### src/rtl/mux_rr_sched.sv
// mux_rr_sched: round-robin owner selection for a shared N_REQ:1 bit mux.
// The holder keeps the mux for at most MAX_HOLD consecutive cycles while
// others wait. Handover between holders happens at a single edge, with no idle
// cycle. All outputs are registered.
module mux_rr_sched #(
    parameter int N_REQ    = 10,
    parameter int SEL_W    = 4,
    parameter int MAX_HOLD = 4
) (
    input  logic             clk,
    input  logic             rst,
    input  logic [N_REQ-1:0] req,
    output logic [N_REQ-1:0] gnt,
    output logic             gnt_valid,
    output logic [SEL_W-1:0] sel
);

    localparam int CNT_W = $clog2(MAX_HOLD + 1);

    localparam logic [CNT_W-1:0] CNT_MAX  = CNT_W'(MAX_HOLD);
    localparam logic [CNT_W-1:0] CNT_ONE  = CNT_W'(1);
    localparam logic [SEL_W-1:0] SEL_LAST = SEL_W'(N_REQ - 1);

    typedef enum logic {
        IDLE  = 1'b0,
        GRANT = 1'b1
    } state_t;

    state_t             state_q,  state_d;
    logic [SEL_W-1:0]   ptr_q,    ptr_d;
    logic [CNT_W-1:0]   cnt_q,    cnt_d;
    logic [SEL_W-1:0]   holder_q, holder_d;
    logic [N_REQ-1:0]   gnt_q,    gnt_d;
    logic [SEL_W-1:0]   sel_q,    sel_d;
    logic               gnt_valid_q, gnt_valid_d;

    logic [SEL_W:0]     arb;
    logic               arb_found;
    logic [SEL_W-1:0]   arb_win;
    logic [N_REQ-1:0]   holder_mask;
    logic               others_req;

    // First set request scanning start, start+1, ... with wrap. MSB = found.
    function automatic logic [SEL_W:0] arbitrate(input logic [N_REQ-1:0] r,
                                                  input logic [SEL_W-1:0] start);
        logic             found;
        logic [SEL_W-1:0] win;
        int               idx;
        found = 1'b0;
        win   = '0;
        for (int i = 0; i < N_REQ; i++) begin
            idx = int'(start) + i;
            if (idx >= N_REQ) begin
                idx = idx - N_REQ;
            end
            if (!found && r[idx]) begin
                found = 1'b1;
                win   = SEL_W'(idx);
            end
        end
        return {found, win};
    endfunction

    // Pointer position just after a winner, wrapping past the last requester.
    function automatic logic [SEL_W-1:0] next_ptr(input logic [SEL_W-1:0] w);
        return (w == SEL_LAST) ? '0 : w + SEL_W'(1);
    endfunction

    // One-hot decode of a holder index; indices >= N_REQ decode to zero.
    function automatic logic [N_REQ-1:0] onehot(input logic [SEL_W-1:0] h);
        logic [N_REQ-1:0] v;
        for (int i = 0; i < N_REQ; i++) begin
            v[i] = (SEL_W'(i) == h);
        end
        return v;
    endfunction

    assign arb       = arbitrate(req, ptr_q);
    assign arb_found = arb[SEL_W];
    assign arb_win   = arb[SEL_W-1:0];

    // Requests from anyone other than the current holder.
    always_comb begin
        holder_mask = onehot(holder_q);
        others_req  = |(req & ~holder_mask);
    end

    // Next-state logic: arbitration, hold limit and registered output encode.
    always_comb begin
        state_d  = state_q;
        ptr_d    = ptr_q;
        cnt_d    = cnt_q;
        holder_d = holder_q;

        case (state_q)
            IDLE: begin
                if (arb_found) begin
                    state_d  = GRANT;
                    holder_d = arb_win;
                    ptr_d    = next_ptr(arb_win);
                    cnt_d    = CNT_ONE;
                end
            end
            GRANT: begin
                if (!req[holder_q]) begin
                    // Holder released: hand over immediately or fall idle.
                    if (arb_found) begin
                        holder_d = arb_win;
                        ptr_d    = next_ptr(arb_win);
                        cnt_d    = CNT_ONE;
                    end else begin
                        state_d = IDLE;
                        cnt_d   = '0;
                    end
                end else if (cnt_q == CNT_MAX && others_req) begin
                    // Hold limit reached with others waiting. ptr sits just past
                    // the holder, so the holder is scanned last and loses.
                    holder_d = arb_win;
                    ptr_d    = next_ptr(arb_win);
                    cnt_d    = CNT_ONE;
                end else if (cnt_q == CNT_MAX) begin
                    cnt_d = CNT_ONE;
                end else begin
                    cnt_d = cnt_q + CNT_ONE;
                end
            end
            default: begin
                state_d = IDLE;
            end
        endcase

        gnt_valid_d = (state_d == GRANT);
        gnt_d       = gnt_valid_d ? onehot(holder_d) : '0;
        sel_d       = gnt_valid_d ? holder_d : '0;
    end

    // State and output registers; reset overrides everything, including req.
    always_ff @(posedge clk) begin
        if (rst) begin
            state_q     <= IDLE;
            ptr_q       <= '0;
            cnt_q       <= '0;
            holder_q    <= '0;
            gnt_q       <= '0;
            sel_q       <= '0;
            gnt_valid_q <= 1'b0;
        end else begin
            state_q     <= state_d;
            ptr_q       <= ptr_d;
            cnt_q       <= cnt_d;
            holder_q    <= holder_d;
            gnt_q       <= gnt_d;
            sel_q       <= sel_d;
            gnt_valid_q <= gnt_valid_d;
        end
    end

    assign gnt       = gnt_q;
    assign sel       = sel_q;
    assign gnt_valid = gnt_valid_q;

endmodule

### config.mk
export PLATFORM = sky130hd
export DESIGN_NAME = mux_rr_sched
export DESIGN_NICKNAME = d
export VERILOG_FILES = /design/src/rtl/mux_rr_sched.sv
export SDC_FILE = /design/constraint.sdc
export NUM_CORES = 1
export LEC_CHECK = 0
export BUFFER_PORTS_ARGS = -buffer_cell sky130_fd_sc_hd__buf_2
export CAP_MARGIN = 20
export CORE_ASPECT_RATIO = 0.9
export CORE_MARGIN = 5
export CORE_UTILIZATION = 61
export CTS_BUF_LIST = sky130_fd_sc_hd__clkbuf_8
export CTS_CLUSTER_DIAMETER = 120
export DETAILED_ROUTE_END_ITERATION = 16
export PLACE_DENSITY_LB_ADDON = 0.25
export SLEW_MARGIN = 25
export SYNTH_ARGS = -nofsm -noshare
export SYNTH_HDL_FRONTEND = slang
export SYNTH_SLANG_ARGS = --single-unit
export TNS_END_PERCENT = 30
### constraint.sdc
create_clock -name clk -period 6.91 [get_ports clk]
set_input_delay 0 -clock clk [delete_from_list [all_inputs] [get_ports clk]]
set_output_delay 0 -clock clk [all_outputs]
set_load 0.02 [all_outputs]
==> results of run 1 <==
==> through the flow <==
| stage | setup slack, ns | cell area [um2] | cells |
|---|---|---|---|
| final | 1.65 | 4510 | 662 |
| after global routing | 1.21 | 4510 | 662 |
| after CTS | 1.81 | 4510 | 662 |
| after detailed placement | 1.83 | 4470 | 659 |
| after global placement | 2.00 | 4470 | 659 |
| after floorplan | 2.44 | 4360 | 565 |
==> synth_stat cells (7+ instances only) <==
cell type                   n  area [um2]
sky130_fd_sc_hd__o21a_1     7        52.6
sky130_fd_sc_hd__a21o_1     9        67.6
sky130_fd_sc_hd__mux2_2    10         113
sky130_fd_sc_hd__mux2i_1   19         190
sky130_fd_sc_hd__nor2b_1    7        43.8
sky130_fd_sc_hd__nor3b_1    8        60.1
sky130_fd_sc_hd__nor4_1     7        43.8
sky130_fd_sc_hd__a211oi_1   9        67.6
sky130_fd_sc_hd__or3_1      9        56.3
sky130_fd_sc_hd__ha_1      25         313
sky130_fd_sc_hd__nand3b_1   7        52.6
sky130_fd_sc_hd__nor2_1    45         169
sky130_fd_sc_hd__o21ai_0   22         110
sky130_fd_sc_hd__xnor2_1   10        87.6
sky130_fd_sc_hd__and3_1     7        43.8
sky130_fd_sc_hd__inv_1     14        52.6
sky130_fd_sc_hd__clkbuf_1  12        45.0
sky130_fd_sc_hd__nand3_1    9        45.0
sky130_fd_sc_hd__a21oi_1   46         230
sky130_fd_sc_hd__buf_2     10        50.1
sky130_fd_sc_hd__nand2_1   33         124
sky130_fd_sc_hd__dfxtp_1   26         521
sky130_fd_sc_hd__nor3_1    24         120
sky130_fd_sc_hd__and2_1     8        50.1
sky130_fd_sc_hd__nand2b_1  11        68.8
sky130_fd_sc_hd__o211ai_1  16         120
==> final timing paths <==
kind | startpoint | end | slack [ns] | cells past startpoint
worst max-delay path | ptr_q[1]$_SDFFE_PP0P_ | gnt[7]$_SDFF_PP0_ | 1.65 | 15
worst min-delay path | rst | holder_q[0]$_SDFF_PP0_ | 0.05 | 2
worst max register to register | ptr_q[1]$_SDFFE_PP0P_ | gnt[7]$_SDFF_PP0_ | 1.65 | 15
worst min register to register | cnt_q[2]$_SDFFE_PP0P_ | cnt_q[2]$_SDFFE_PP0P_ | 0.49 | 2
==> cell type report <==
type | instances | area [um2]
clock buffer | 3 | 41.3
fill | 620 | 2490
inverter | 19 | 71.3
multi-input combinational | 490 | 3600
sequential | 26 | 520
tap | 93 | 116
timing repair buffer | 31 | 168
==> flip-flops by register name, indices dropped and copies added (netlist names) <==
signal     flops
cnt_q          3
gnt           10
gnt_valid      1
holder_q       4
ptr_q          4
sel            4
==> critical path: stages (launching register included) <==
cell and delay (ns):
sky130_fd_sc_hd__dfxtp_1 0.32, sky130_fd_sc_hd__buf_4 0.28, sky130_fd_sc_hd__inv_1 0.11, sky130_fd_sc_hd__ha_1 0.86
sky130_fd_sc_hd__inv_1 0.40, sky130_fd_sc_hd__ha_1 0.46, sky130_fd_sc_hd__nor3_1 0.45, sky130_fd_sc_hd__a211oi_1 0.12
sky130_fd_sc_hd__a2111o_1 0.43, sky130_fd_sc_hd__a311oi_2 0.33, sky130_fd_sc_hd__o41ai_1 0.13, sky130_fd_sc_hd__a211o_1 0.35
sky130_fd_sc_hd__a32oi_4 0.29, sky130_fd_sc_hd__mux2i_2 0.20, sky130_fd_sc_hd__or2_4 0.32, sky130_fd_sc_hd__nor3_2 0.15
==> cells by family (layout without fill, tap and decap cells) <==
family                   count (synthesis)  after routing  share of synthesized area [%]
AND/OR/NAND/NOR                        213            213                           27.5
AO/OA/AOI/OAI                          198            198                           32.9
buffers and inverters                   49             53                           5.54
multiplexers                            40             40                           11.5
flip-flops                              26             26                           11.9
adder cells (fa/ha/maj)                 25             25                           7.18
XOR/XNOR                                14             14                           3.50
==> metal layers <==
metal	vias to the layer above	routed length (um)	part of all wire, %	GRT usage (%)
li1	2205	-	-	-
met1	2216	6100	45	46.0
met2	310	5620	42	41.4
met3	30	1490	11	5.19
met4	0	323	2.4	6.83
met5	-	0	0	0
==> reports/qor.yml, run 1 <==
outcome:
  outcome: "completed"
die:
  total_die_area_mm2: 0.00894
  die_width_um: 99.1
  die_y_um: 90.2
  initial_utilization_pct: 62.2
  placeableCoreArea_mm2: 0.00700
  io_pins: 27
  std_cell_rows: 29
placed_design:
  portBuffers: 26
  routability_congestion_estimate: 0.994
  place_hpwl_mm: 10.4
min_path:
  holdCritPathClass: "primary input to flop"
synthesis:
  synthDistinctLibCells: 88
  synth_warnings: 0
  netlist_instances: 565
  async_s_r_ff_share_synth_pct: 0
  dominantRegCellSynth: "sky130_fd_sc_hd__dfxtp_1"
  synth_sequential_area_ratio_pct: 11.9
  synthesis.nets: 602
  synth_edf_count: 0
  syn_area_mm2: 0.00436
  number_of_flip_flops_and_latches_in_the_synthesized_netlist: 26
  synth_area_per_cell_um2: 7.72
route:
  drcViolationCount: 0
  detail-route-antenna-nets: 0
  totalWireLength_mm: 13.5
  avgViaCountPerCell: 7.19
  initial_detailed_routing_violation_count: 606
  routed_wire_length_per_instance_um: 20.4
  detailedRoute.firstPassIterationCount: 5
  num_vias: 4761
timing:
  rsz0062_at_grt: "no"
  timing.final.max_slew_violations: 0
  worstMarginPinSlew_ns: 0.912
  timing.final.crit_period_ns: 5.26
  post_route_setup_tns_ns: 0
  finalHoldViolations: 0
  maxSlewHeadroom_pct: 38.4
  max_clock_freq_mhz: 190
  layout_worst_path_cycle_share_pct: 76.1
  timing.clock.skew_ns: 0.00412
  setup_viol_count_final: 0
  worst_hold_slack_across_all_endpoints_ns: 0.0495
clock_network:
  h-tree-depth: 1
  cts.repair.resized: 0
  tritoncts_num_sinks: 26
  worst_skew_pair_later_pin_latency_ns: 0.27
  ctsRootBufferMaster: "sky130_fd_sc_hd__clkbuf_8"
  tritoncts: "yes"
  clk_pin_slew_ns: 0.09
  cts.path.max_buffers: 2
  tritoncts.num_buffers: 3
  hold_buffers: 0
  postCtsSetupBuffers: 0
global_routing:
  grt_overflow: 0
  grt_first_pass_wirelength_mm: 22.0
  antenna_found_initial: 0
  pin_count_of_the_biggest_net_entering_global_routing: 39
  first_global_vias: 4220
  groute.usage.overall_pct: 29.5
final_layout:
  layout.core_utilization_pct: 64.5
  antennaDiodeCount: 0
  design.final.nets: 608
  layout-area-overhead-vs-synth_pct: 3.56
  final_layout_size_suffix_gt1_share_pct: 14.9
  layout.cells.most_common: "sky130_fd_sc_hd__a21oi_1"
  final_cell_mix: "sky130_fd_sc_hd__a21oi_1 (46), sky130_fd_sc_hd__nor2_1 (45), sky130_fd_sc_hd__nand2_1 (33)"
run:
  cap_viol_max_count: 0
critical_path:
  cp.arrival_ns: 5.46
  setup.worst_path.start_class: "flop"
  critical_path_required_ns: 7.11
  kind_of_capture_point_of_the_worst_setup_path: "flop"
  timing.setup.critical_path_class: "flop to flop"
  crit_path_max_fanout: 28
Power of run 1 is not shown: default switching activity piles up to over one toggle a cycle in this logic, so the estimate is an artifact.
==> run 2: changes to the inputs <==
- clock period: 6.91 -> 5.41 ns (I/O delays scaled with it)
==> reports/qor.yml, run 2 (same netlist as run 1, synthesis figures left out) <==
outcome:
  outcome: "completed"
route:
  totalWireLength_mm: 14.1  # +3.9%
  detailedRoute.firstPassIterationCount: 6  # +1
  num_vias: 4753  # -0.17%
  drcViolationCount: 0  # unchanged
  avgViaCountPerCell: 7.12  # -1.1%
  initial_detailed_routing_violation_count: 457  # -25%
  routed_wire_length_per_instance_um: 21.1  # +3.0%
  detail-route-antenna-nets: 0  # unchanged
critical_path:
  cp.arrival_ns: 4.92  # -0.54 ns
  reg2reg_from: "ptr_q[0]$_SDFFE_PP0P_"
  critical_path.startpoint: "ptr_q[0]$_SDFFE_PP0P_"
  timing.reg2reg.setup_slack_ns: 0.67  # -0.98 ns
  reg2regPathDepth: 14  # -1
  critPathTopFamily: "compound AO/OA/AOI/OAI gates"
  critical-path-max-stage-delay_ns: 0.53  # -0.33 ns
  crit_slowest_cell: "sky130_fd_sc_hd__ha_1"
  crit_path_max_fanout: 38  # +36%
  setup.worst_path.start_class: "flop"
  kind_of_capture_point_of_the_worst_setup_path: "flop"
  crit_buf_inv: 1  # -2
  timing.setup.critical_path_class: "flop to flop"
  critical_path_required_ns: 5.60  # -1.51 ns
  crit_chain: "buf_4 -> ha_1 -> xnor2_2 -> ha_1 -> nor3_1 -> a211oi_1 -> a2111o_1 -> a311oi_2 -> o41ai_1 -> a211o_1 -> a32oi_4 -> mux2i_2 -> or2_4 -> nor3_1"
  cp_endpoint: "gnt[3]$_SDFF_PP0_"
  path_depth: 14  # -1
  critical_path.reg2reg.endpoint: "gnt[3]$_SDFF_PP0_"
timing:
  timing.clock.skew_ns: 0.00963  # +0.00551 ns
  max_clock_freq_mhz: 211  # +11%
  rsz0062_at_grt: "no"
  setup_viol_count_final: 0  # unchanged
  timing.final.crit_period_ns: 4.74  # -0.525 ns
  timing.final.max_slew_violations: 0  # unchanged
  post_route_setup_tns_ns: 0  # unchanged
  layout_worst_path_cycle_share_pct: 87.5  # +11 points
  worstMarginPinSlew_ns: 0.914  # +0.00208 ns
  finalHoldViolations: 0  # unchanged
  maxSlewHeadroom_pct: 38.5  # +0.17 points
clock_network:
  postCtsSetupBuffers: 0  # unchanged
  cts.repair.resized: 0  # unchanged
  tritoncts: "yes"
  h-tree-depth: 1  # unchanged
  tritoncts.num_buffers: 3  # unchanged
  ctsRootBufferMaster: "sky130_fd_sc_hd__clkbuf_8"
  clk_pin_slew_ns: 0.10  # about the same
  worst_skew_pair_later_pin_latency_ns: 0.28  # about the same
  cts.path.max_buffers: 2  # unchanged
  hold_buffers: 0  # unchanged
  tritoncts_num_sinks: 26  # unchanged
die:
  io_pins: 27  # unchanged
  total_die_area_mm2: 0.00894  # unchanged
  placeableCoreArea_mm2: 0.00700  # unchanged
  die_y_um: 90.2  # unchanged
  initial_utilization_pct: 62.2  # unchanged
  die_width_um: 99.1  # unchanged
  std_cell_rows: 29  # unchanged
placed_design:
  place_hpwl_mm: 10.6  # +2.3%
  portBuffers: 26  # unchanged
  routability_congestion_estimate: 1.08  # +8.4%
global_routing:
  groute.usage.overall_pct: 30.4  # +0.86 points
  pin_count_of_the_biggest_net_entering_global_routing: 39  # unchanged
  first_global_vias: 4319  # +2.3%
  grt_overflow: 0  # unchanged
  grt_first_pass_wirelength_mm: 22.3  # +1.5%
  antenna_found_initial: 0  # unchanged
final_layout:
  largest_register_ffs: 10  # unchanged
  final_layout_size_suffix_gt1_share_pct: 15.8  # +0.89 points
  layout.cells.most_common: "sky130_fd_sc_hd__a21oi_1"
  antennaDiodeCount: 0  # unchanged
  design.final.nets: 613  # +0.82%
  layout-area-overhead-vs-synth_pct: 5.11
  final_cell_mix: "sky130_fd_sc_hd__a21oi_1 (46), sky130_fd_sc_hd__nor2_1 (45), sky130_fd_sc_hd__nand2_1 (33)"
  filler_cell_count: 620  # unchanged
min_path:
  holdCritPathClass: "primary input to flop"
run:
  cap_viol_max_count: 0  # unchanged
## run 2: changes by cell type in the layout (fill, tap and decap cells not counted)
cell	before	now
sky130_fd_sc_hd__buf_4	5	10
sky130_fd_sc_hd__bufinv_16	0	1
## run 2: worst min-delay path by stage
stage	start	endpoint	slack (ns)	depth (start not counted)
after floorplan	rst	ptr_q[3]$_SDFFE_PP0P_	0.08	1
after global placement	rst	holder_q[1]$_SDFF_PP0_	0.32	2
after detailed placement	rst	holder_q[1]$_SDFF_PP0_	0.32	2
after CTS	rst	holder_q[1]$_SDFF_PP0_	0.03	2
after global routing	rst	holder_q[0]$_SDFF_PP0_	0.04	2
final	rst	holder_q[1]$_SDFF_PP0_	0.04	2
## run 2: routing by layer
metal / GRT usage [%] / routed length, um / share of wire (%) / up-vias
li1: - / - / - / 2217
met5: 0 / 0 / 0 / -
met2: 44.9 / 5950 / 42 / 302
met1: 42.1 / 5750 / 41 / 2183
met3: 9.37 / 1870 / 13 / 51
met4: 9.22 / 496 / 3.5 / 0
## run 2: final cells by class
| type | count | area (um2) | share of cell area [%] |
|---|---|---|---|
| timing repair buffer | 36 | 205 | 4.48 |
| inverter | 19 | 71.3 | 1.56 |
| clock buffer | 3 | 41.3 | 0.901 |
| clock inverter | 1 | 30.0 | 0.655 |
| tap | 93 | 116 | 2.54 |
| sequential | 26 | 520 | 11.4 |
| multi-input combinational | 490 | 3600 | 78.5 |
## run 2: per-stage QoR
| step | worst slack [ns] | instance area, um2 | utilization, % | instances | hold WS, ns |
|---|---|---|---|---|---|
| 2_1_floorplan | 0.938 | 4360 | - | 565 | 0.0768 |
| 3_3_place_gp | 0.914 | 4510 | 64.4 | 664 | 0.321 |
| 3_5_place_dp | 0.814 | 4510 | 64.4 | 664 | 0.322 |
| 4_1_cts | 0.765 | 4580 | 65.4 | 668 | 0.0340 |
| 5_1_grt | 0.386 | 4580 | 65.4 | 668 | 0.0425 |
| 6_report | 0.675 | 4580 | 65.4 | 668 | 0.0355 |
Power of run 2 is left out for the same reason.
